`src/rtl/coord_fb_pkg.sv`:
```
// Shared types and constants for the coordinate framebuffer writer and display reader.
package coord_fb_pkg;

    // Frame sequencing states of the writer.
    typedef enum logic [1:0] {
        IDLE  = 2'd0,
        RUN   = 2'd1,
        DRAIN = 2'd2,
        DONE  = 2'd3
    } state_t;

    // Width of the per-frame statistics counters.
    localparam int CNT_W = 16;

    // Default framebuffer geometry, shared with the display reader.
    localparam int DEF_FB_W    = 64;
    localparam int DEF_FB_H    = 48;
    localparam int DEF_ADDR_W  = 12;
    localparam int DEF_COLOR_W = 8;
    localparam int DEF_DEPTH   = 8;

endpackage

```
`src/rtl/coord_fifo.sv`:
```
// Synchronous FIFO holding {address, color} pixel entries between the clipper and the RAM port.
// The head entry is read straight out of the register array, so it is valid one cycle after push.
module coord_fifo #(
    parameter int WIDTH = 20,
    parameter int DEPTH = 8
) (
    input  logic                     _clock,
    input  logic                     _reset,
    input  logic                     _push,
    input  logic                     _pop,
    input  logic [WIDTH-1:0]         _din,
    output logic [WIDTH-1:0]         _dout,
    output logic                     _full,
    output logic                     _empty,
    output logic [$clog2(DEPTH):0]   _count
);

    localparam int AW = $clog2(DEPTH);

    logic [WIDTH-1:0] mem [DEPTH];
    logic [AW:0]      wr_ptr;
    logic [AW:0]      rd_ptr;

    // Pointers carry one extra MSB so that equal low bits distinguish full from empty.
    assign _empty = (wr_ptr == rd_ptr);
    assign _full  = (wr_ptr[AW] != rd_ptr[AW]) && (wr_ptr[AW-1:0] == rd_ptr[AW-1:0]);
    assign _count = wr_ptr - rd_ptr;
    assign _dout  = mem[rd_ptr[AW-1:0]];

    // Pointer advance; a push while full or a pop while empty is ignored.
    always_ff @(posedge _clock) begin
        if (_reset) begin
            wr_ptr <= '0;
            rd_ptr <= '0;
        end else begin
            if (_push && !_full) begin
                wr_ptr <= wr_ptr + 1'b1;
            end
            if (_pop && !_empty) begin
                rd_ptr <= rd_ptr + 1'b1;
            end
        end
    end

    // Entry storage; data is not reset, the pointers alone define what is valid.
    always_ff @(posedge _clock) begin
        if (_push && !_full) begin
            mem[wr_ptr[AW-1:0]] <= _din;
        end
    end

endmodule

```
`src/rtl/coord_fb_writer.sv`:
```
// Clips a signed (x,y) coordinate stream to the framebuffer, queues surviving pixels and
// writes them to a single-port RAM, with per-frame statistics and an end-of-frame pulse.
module coord_fb_writer
    import coord_fb_pkg::*;
#(
    parameter int IN_W    = 32,
    parameter int FB_W    = DEF_FB_W,
    parameter int FB_H    = DEF_FB_H,
    parameter int ADDR_W  = DEF_ADDR_W,
    parameter int COLOR_W = DEF_COLOR_W,
    parameter int DEPTH   = DEF_DEPTH
) (
    input  logic                     _clock,
    input  logic                     _reset,
    input  logic                     _in_valid,
    input  logic signed [IN_W-1:0]   _in_x,
    input  logic signed [IN_W-1:0]   _in_y,
    input  logic                     _in_done,
    output logic                     _in_ready,
    input  logic [COLOR_W-1:0]       _color,
    output logic                     _mem_we,
    output logic [ADDR_W-1:0]        _mem_addr,
    output logic [COLOR_W-1:0]       _mem_data,
    input  logic                     _mem_ready,
    output logic                     _busy,
    output logic                     _frame_done,
    output logic [CNT_W-1:0]         _pix_count,
    output logic [CNT_W-1:0]         _clip_count,
    output logic                     _overflow
);

    localparam int PTR_W = $clog2(DEPTH) + 1;
    localparam logic signed [IN_W-1:0] ZERO_S = '0;
    localparam logic signed [IN_W-1:0] FB_W_S = IN_W'(FB_W);
    localparam logic signed [IN_W-1:0] FB_H_S = IN_W'(FB_H);

    state_t             state;
    state_t             state_nxt;
    logic               fifo_full;
    logic               fifo_empty;
    logic [PTR_W-1:0]   fifo_count;
    logic [ADDR_W-1:0]  pix_addr;
    logic               in_bounds;
    logic               accept;
    logic               push;
    logic               pop;
    logic               clip_ev;
    logic               frame_start;
    logic               drain_done;

    // Saturating increment for the statistics counters.
    function automatic logic [CNT_W-1:0] sat_inc(input logic [CNT_W-1:0] v);
        return (&v) ? v : v + CNT_W'(1);
    endfunction

    // Bounds check uses the full signed input width so huge values never alias into range.
    assign in_bounds = (_in_x >= ZERO_S) && (_in_x < FB_W_S) &&
                       (_in_y >= ZERO_S) && (_in_y < FB_H_S);

    // Only the low ADDR_W bits of y*FB_W + x survive truncation, and those depend only on
    // the low ADDR_W bits of x and y, so the product is formed at address width.
    assign pix_addr = _in_y[ADDR_W-1:0] * ADDR_W'(FB_W) + _in_x[ADDR_W-1:0];

    assign _in_ready   = !_reset && !fifo_full && ((state == IDLE) || (state == RUN));
    assign accept      = _in_valid && _in_ready;
    assign push        = accept && in_bounds;
    assign clip_ev     = accept && !in_bounds;
    assign _mem_we     = !_reset && !fifo_empty;
    assign pop         = _mem_we && _mem_ready;
    assign frame_start = (state == IDLE) && (accept || _in_done);
    // Drain completes on the edge that retires the last queued pixel (no pushes in DRAIN).
    assign drain_done  = fifo_empty || ((fifo_count == PTR_W'(1)) && pop);
    assign _busy       = (state != IDLE);
    assign _frame_done = (state == DONE);

    coord_fifo #(
        .WIDTH (ADDR_W + COLOR_W),
        .DEPTH (DEPTH)
    ) u_fifo (
        ._clock (_clock),
        ._reset (_reset),
        ._push  (push),
        ._pop   (pop),
        ._din   ({pix_addr, _color}),
        ._dout  ({_mem_addr, _mem_data}),
        ._full  (fifo_full),
        ._empty (fifo_empty),
        ._count (fifo_count)
    );

    // Frame sequencing: a frame starts on the first accept or a bare done, ends after draining.
    always_comb begin
        state_nxt = state;
        case (state)
            IDLE:    if (frame_start) state_nxt = _in_done ? DRAIN : RUN;
            RUN:     if (_in_done) state_nxt = DRAIN;
            DRAIN:   if (drain_done) state_nxt = DONE;
            DONE:    state_nxt = IDLE;
            default: state_nxt = IDLE;
        endcase
    end

    // State register.
    always_ff @(posedge _clock) begin
        if (_reset) begin
            state <= IDLE;
        end else begin
            state <= state_nxt;
        end
    end

    // Statistics and overflow flag: cleared at frame start, then that cycle's event is counted.
    always_ff @(posedge _clock) begin
        if (_reset) begin
            _pix_count  <= '0;
            _clip_count <= '0;
            _overflow   <= 1'b0;
        end else if (frame_start) begin
            _pix_count  <= CNT_W'(pop);
            _clip_count <= CNT_W'(clip_ev);
            _overflow   <= 1'b0;
        end else begin
            if (pop) begin
                _pix_count <= sat_inc(_pix_count);
            end
            if (clip_ev) begin
                _clip_count <= sat_inc(_clip_count);
            end
            if (_in_valid && fifo_full) begin
                _overflow <= 1'b1;
            end
        end
    end

endmodule

```
`config.mk`:
```
export PLATFORM = sky130hd
export DESIGN_NAME = coord_fb_writer
export DESIGN_NICKNAME = d
export VERILOG_FILES = /design/src/rtl/coord_fb_pkg.sv /design/src/rtl/coord_fifo.sv /design/src/rtl/coord_fb_writer.sv
export SDC_FILE = /design/constraint.sdc
export NUM_CORES = 1
export LEC_CHECK = 0
export BUFFER_PORTS_ARGS = -buffer_cell sky130_fd_sc_hd__buf_2
export CAP_MARGIN = 20
export CORE_AREA = 3 3 144 146
export DETAILED_ROUTE_END_ITERATION = 10
export DIE_AREA = 0 0 147 149
export GPL_ROUTABILITY_DRIVEN = 0
export PLACE_DENSITY = 0.76
export SLEW_MARGIN = 20
export SYNTH_ARGS = -nofsm -noshare
export SYNTH_HDL_FRONTEND = slang
export SYNTH_SLANG_ARGS = --single-unit
```
`constraint.sdc`:
```
create_clock -name _clock -period 5.1 [get_ports _clock]
set_clock_uncertainty 0.2 [all_clocks]
set_input_delay 0 -clock _clock [delete_from_list [all_inputs] [get_ports _clock]]
set_output_delay 0 -clock _clock [all_outputs]
set_load 0.05 [all_outputs]
```
==> Word level (Yosys, flattened, before mapping) <==
Memory sizes are Yosys's and may differ from the RTL's. A register that Yosys moved wholly into a read port is not among the register bits.
Index checks and enable logic that the tools add are counted.
{ "totals": {"in_bits": 77, "n_memories": 1, "out_inout_bits": 57, "ram_bits": 160, "ff_bits": 43} }
{ "memory_table": {"columns": ["name", "words", "word_bits", "read_ports", "rd_clocked_by_memory_dff", "wr", "line_no", "text"], "rows": [
  ["u_fifo.mem", 8, 20, 1, 1, 1, "coord_fifo.sv:20", "logic [WIDTH-1:0] mem [DEPTH];"]
]} }
{ "op_classes": {"n_lt_le_gt_ge": 4, "n_mux": 15, "bitwise_logic": 2, "addsub": 6, "n_reduce_logical": 35, "n_eq_ne": 12} }
{ "ops": {"columns": ["op", "n"], "rows": [
  ["$ge 32x1->1 const B", 2],
  ["$add 16x1->16 const B", 2],
  ["$lt 32x7->1 const B", 1],
  ["$lt 32x8->1 const B", 1],
  ["$reduce_and 16->1", 2],
  ["$logic_and 1x1->1", 16],
  ["$add 12x12->12", 1],
  ["$ne 2x2->1 const B", 5],
  ["$add 4x1->4 const B", 2],
  ["$mux 1", 8],
  ["$mux 2", 4],
  ["$pmux 2 s4", 1],
  ["$reduce_and 2->1", 4],
  ["$mux 3", 2],
  ["$reduce_bool 2->1", 3],
  ["$eq 2x2->1 const B", 2],
  ["$eq 4x1->1 const B", 1],
  ["$eq 4x4->1", 1],
  ["$logic_not 1->1", 4],
  ["$sub 4x4->4", 1],
  ["$eq 3x3->1", 1],
  ["$logic_or 1x1->1", 3],
  ["$reduce_and 3->1", 1],
  ["$eq 2x1->1 const B", 1],
  ["4 further kinds", 5]
]} }

==> Longest topological paths before layout <==
{ "logic_depth": {"word_depth": 10, "mapped_depth": 9, "mapped_depth_nobuf": 9} }

==> Modules after synthesis <==
From an unflattened synthesis, not the netlist that was laid out.
{ "hier_totals": {"cells_unflattened": 577, "hier_area_um2": 9127.5} }
{ "modules_own_cells": {"columns": ["module", "cells_per_inst", "area_per_inst_um2", "n_inst"], "rows": [
  ["coord_fifo", 304, 6779.0, 1],
  ["coord_fb_writer", 273, 2348.5, 1]
]} }

==> Worst setup path after synthesis <==
OpenSTA, ideal clock, no wires.
{ "synth_timing": {"path_type": "register -> register", "startpoint": "register u_fifo.wr_ptr[0]", "endpoint": "memory u_fifo.mem[0][0], enable pin", "synth_period_minus_slack_ps": 3629, "path_stages_with_launch": 7, "required_ps": 4478, "arrival_ps": 3007, "setup_slack_ps": 1471, "cell_sequence": "dfxtp_1 > inv_1 > ha_1 > and3_1 > a211oi_4 > nand3_1 > nor3_1"} }
{ "synth_via": {"elab_chain_cells": 10} }
{ "synth_lines": {"columns": ["item", "line_no", "text"], "rows": [
  ["start: declaration", "coord_fifo.sv:21", "logic [AW:0] wr_ptr;"],
  ["start signal: assignment", "coord_fifo.sv:37", "wr_ptr <= wr_ptr + 1'b1;"],
  ["$eq 3x3->1", "coord_fifo.sv:26", "assign _full = (wr_ptr[AW] != rd_ptr[AW]) && (wr_ptr[AW-1:0] == rd_ptr[AW-1:0]);"],
  ["$logic_and 1x1->1", "coord_fifo.sv:26", null],
  ["$logic_not 1->1", "coord_fifo.sv:47, coord_fb_writer.sv:64", null],
  ["$logic_and 1x1->1 (2 in series)", "coord_fb_writer.sv:64", "assign _in_ready = !_reset && !fifo_full && ((state == IDLE) || (state == RUN));"],
  ["$logic_and 1x1->1", "coord_fb_writer.sv:65", "assign accept = _in_valid && _in_ready;"],
  ["$logic_and 1x1->1", "coord_fb_writer.sv:66", "assign push = accept && in_bounds;"],
  ["$logic_and 1x1->1", "coord_fifo.sv:47", "if (_push && !_full) begin"],
  ["$mux 1", "coord_fifo.sv:47", null],
  ["$mux 1 (not written as such)", "coord_fifo.sv:48", "mem[wr_ptr[AW-1:0]] <= _din;"],
  ["end: declaration", "coord_fifo.sv:20", null]
]} }
Parallel ways exist; a longest one is shown, timed or not.

==> Worst setup path in the final report <==
{ "layout_timing": {"startpoint": "register u_fifo.wr_ptr[2]", "endpoint": "memory u_fifo.mem[2][13], enable pin"} }
Same word-level chain as after synthesis.

==> qor.yml <==
post_cts_buffers: 0
timing.hold.ws_ps: -9.25
drive_gt1_share_pct: 34.1
crit_start: "u_fifo.wr_ptr[2]"
synthDistinctLibCells: 54
die_h_um: 149
setup_viol: 0
cts_tree: "built"
crit_fanout: 11
syn_area_um2: 8740
root_buffer: "clkbuf_16"
postLayoutCellArea_um2: 10700
viasPerCell: 5.27
vias: 5345
r2r-start: "u_fifo.wr_ptr[2]"
hold_class: "input port to flop"
worstSetupEndpoint: "u_fifo.mem[2][13]"
htreeDepth: 1
rrSetupSlack_ps: 1690
status: "complete, but fails checks"
postRouteAntennaNets: 0
synth_top_area_share_pct: 55.0
grt_pass1_wl_um: 29400
critPathTopFamily: "simple AND/OR/NAND/NOR gates"
peakVddDrop_mv: 0.212
grt_pass1_vias: 5531
p_per_area_nw_per_um2: 327
cts_made_buffers: 21
cp.arrival_ps: 3390
synth_fp_nets: 658
first_pass_iters: 4
worstSetupPathType: "flop to flop"
numPortBuffers: 133
rr_worst_depth: 6
start_util_pct: 44.8
syn_avg_cell_area_um2: 15.6
drv_cap: 0
synth_edf_count: 160
synth_top_cell_by_area: "edfxtp_1"
violations: "negative hold slack"
die_w_um: 147
rsz0062_at_grt: "false"
critical_path_required_ps: 5080
cp-start-kind: "flop"
dieArea_um2: 21900
syn_to_final_growth_pct: 22.2
finalWirelength_um: 18100
global_route.usage.total_pct: 16.7
grt_remaining_overflow: 0
yosysSeqAreaShare_pct: 65.5
worstPathCellList: "ha_1, and3_1, a211oi_4, nand3_1, nor2_2, buf_4"
synth_area_leaders: "edfxtp_1 55%, dfxtp_1 11%, mux4_2 10%, mux2_2 2.7%, ha_1 2.4%"
nets: 833
dp_hpwl_um: 11600
slowest_stage: "nor2_2"
clockBufferDepth: 3
grt_max_degree: 41
initialDrtViolationCount: 330
rows: 51
clock_sinks: 206
r2r-end: "u_fifo.mem[2][13]"
setup_tns_ps: 0
fmax_ghz: 0.293
finalCritPeriodShare_pct: 66.9
drc_errors: 0
worst_slack_ps: 1690
post-route-min-period_ps: 3410
path_depth: 6
leakagePower_nw: 3.75
slew_violations: 0
worstMarginPinSlew_ps: 1090
wl_per_cell_um: 17.8
ios: 134
ys_warn_count: 0
core_um2: 19500
ys_seq_elements: 206
slew_headroom_pct: 27.1
ys.flop_type: "edfxtp_1"
antennaDiodeCount: 0
end_kind: "flop"
antenna_found_initial: 0
async_flop_share_pct: 0
cp_num_buf_inv: 1
max_stage_delay_ps: 630
place_ws_ps: 1720
syn_inst: 562
placed_area_um2: 9740
worstSkewPairLatency_ps: 490
finalHoldViolCount: 8
clk_pin_slew_worst_paths_ps: 60
## worst reg2reg max path, stage by stage, from the launching register on
cell and delay, ps:
dfxtp_1 470, ha_1 340, and3_1 250, a211oi_4 460
nand3_1 390, nor2_2 630, buf_4 360
## metrics by stage
stage          util [%]  hold WS (ps)  power [mW]  std cells
2_1_floorplan         -          -101        2.01        562
3_3_place_gp       49.9          69.7        2.09        950
3_5_place_dp       49.9          82.2        2.10        950
4_1_cts            54.6         0.944        3.53       1015
5_1_grt            54.7          21.2        3.64       1015
6_report           54.7         -9.25        3.49       1015
## report_power, final
part / total [mW] / switching, mW / internal (mW) / leakage, nW
sequential: 1.84 / 0.00798 / 1.83 / 1.81
combinational: 0.247 / 0.156 / 0.0906 / 1.63
clock: 1.41 / 0.599 / 0.811 / 0.305
total: 3.49 / 0.763 / 2.73 / 3.75
## worst min path at each step
stage	startpoint	endpoint	cells after the start
6_report	_in_y[5]	u_fifo.mem[5][19]	3
3_3_place_gp	_in_x[0]	u_fifo.mem[1][8]	1
5_1_grt	_in_y[5]	u_fifo.mem[7][19]	3
3_5_place_dp	_color[4]	u_fifo.mem[0][4]	1
2_1_floorplan	_color[0]	u_fifo.mem[0][0]	0
4_1_cts	_in_y[5]	u_fifo.mem[5][19]	3
## cells in the mapped netlist (2+ instances only)
cell,number
edfxtp_1,160
nor2_1,52
dfxtp_1,46
mux4_2,40
mux2_2,21
nand2_1,21
inv_1,20
nand3_1,20
nor4_1,18
ha_1,17
xnor2_1,17
xor2_1,17
nand4_1,13
a21oi_1,12
nor3_1,9
and3_1,8
clkbuf_1,8
buf_2,7
a21o_1,4
o21ai_0,4
a211oi_1,3
buf_1,3
mux2i_1,3
nor2b_1,3
fa_1,2
nor4_4,2
o21ai_1,2
o21ai_2,2
o31ai_1,2
or3_1,2
## state kept, by name, summed over array words and instances, names as in the netlist, named ones only
name / flops
state: 2
u_fifo.wr_ptr: 4
u_fifo.rd_ptr: 4
_pix_count: 16
_clip_count: 16
_overflow: 1
u_fifo.mem: 160
## routing by layer
metal	up-vias	GRT usage [%]	share of wire (%)
li1	2522	-	-
met2	158	28.3	50
met3	16	3.43	6.3
met5	-	0	0
met4	0	2.42	1.0
met1	2649	23.2	43
## final cells by class
type / count / area (µm²)
fillers: 1586 / 8850
well taps: 265 / 332
multi-input cells: 317 / 2890
clock inverters: 10 / 86.3
flip-flops and latches: 206 / 5730
repair buffers: 171 / 1020
clock buffers: 26 / 544
inverters: 20 / 75.1
## cells in the final DEF, fill, tap and decap left out, drive strengths merged, types with 26 or more instances in the layout
cell           n
nor2          52
mux4          40
buf          142
dlygate4sd3   29
clkbuf        26
dfxtp         46
edfxtp       160
## cells by family (layout without fill, tap and decap cells)
| group | Yosys count | count (layout) | share of synthesized area [%] |
|---|---|---|---|
| and+or+nand+nor | 159 | 159 | 9.64 |
| DFF | 206 | 206 | 65.5 |
| muxes | 64 | 64 | 13.4 |
| adders and majority gates | 19 | 19 | 2.89 |
| AOI/OAI and AO/OA | 41 | 41 | 3.34 |
| buffers and inverters | 39 | 227 | 1.86 |
| xor gates and xnor gates | 34 | 34 | 3.41 |
## repair_timing
action | CTS | global route
endpoints found under the setup margin | 0 | 0
hold buffers | 29 | 0
gates resized for setup | 0 | 0
endpoints found under the hold margin | 170 | 0
No activity file was read; power rests on OpenSTA's default activity.
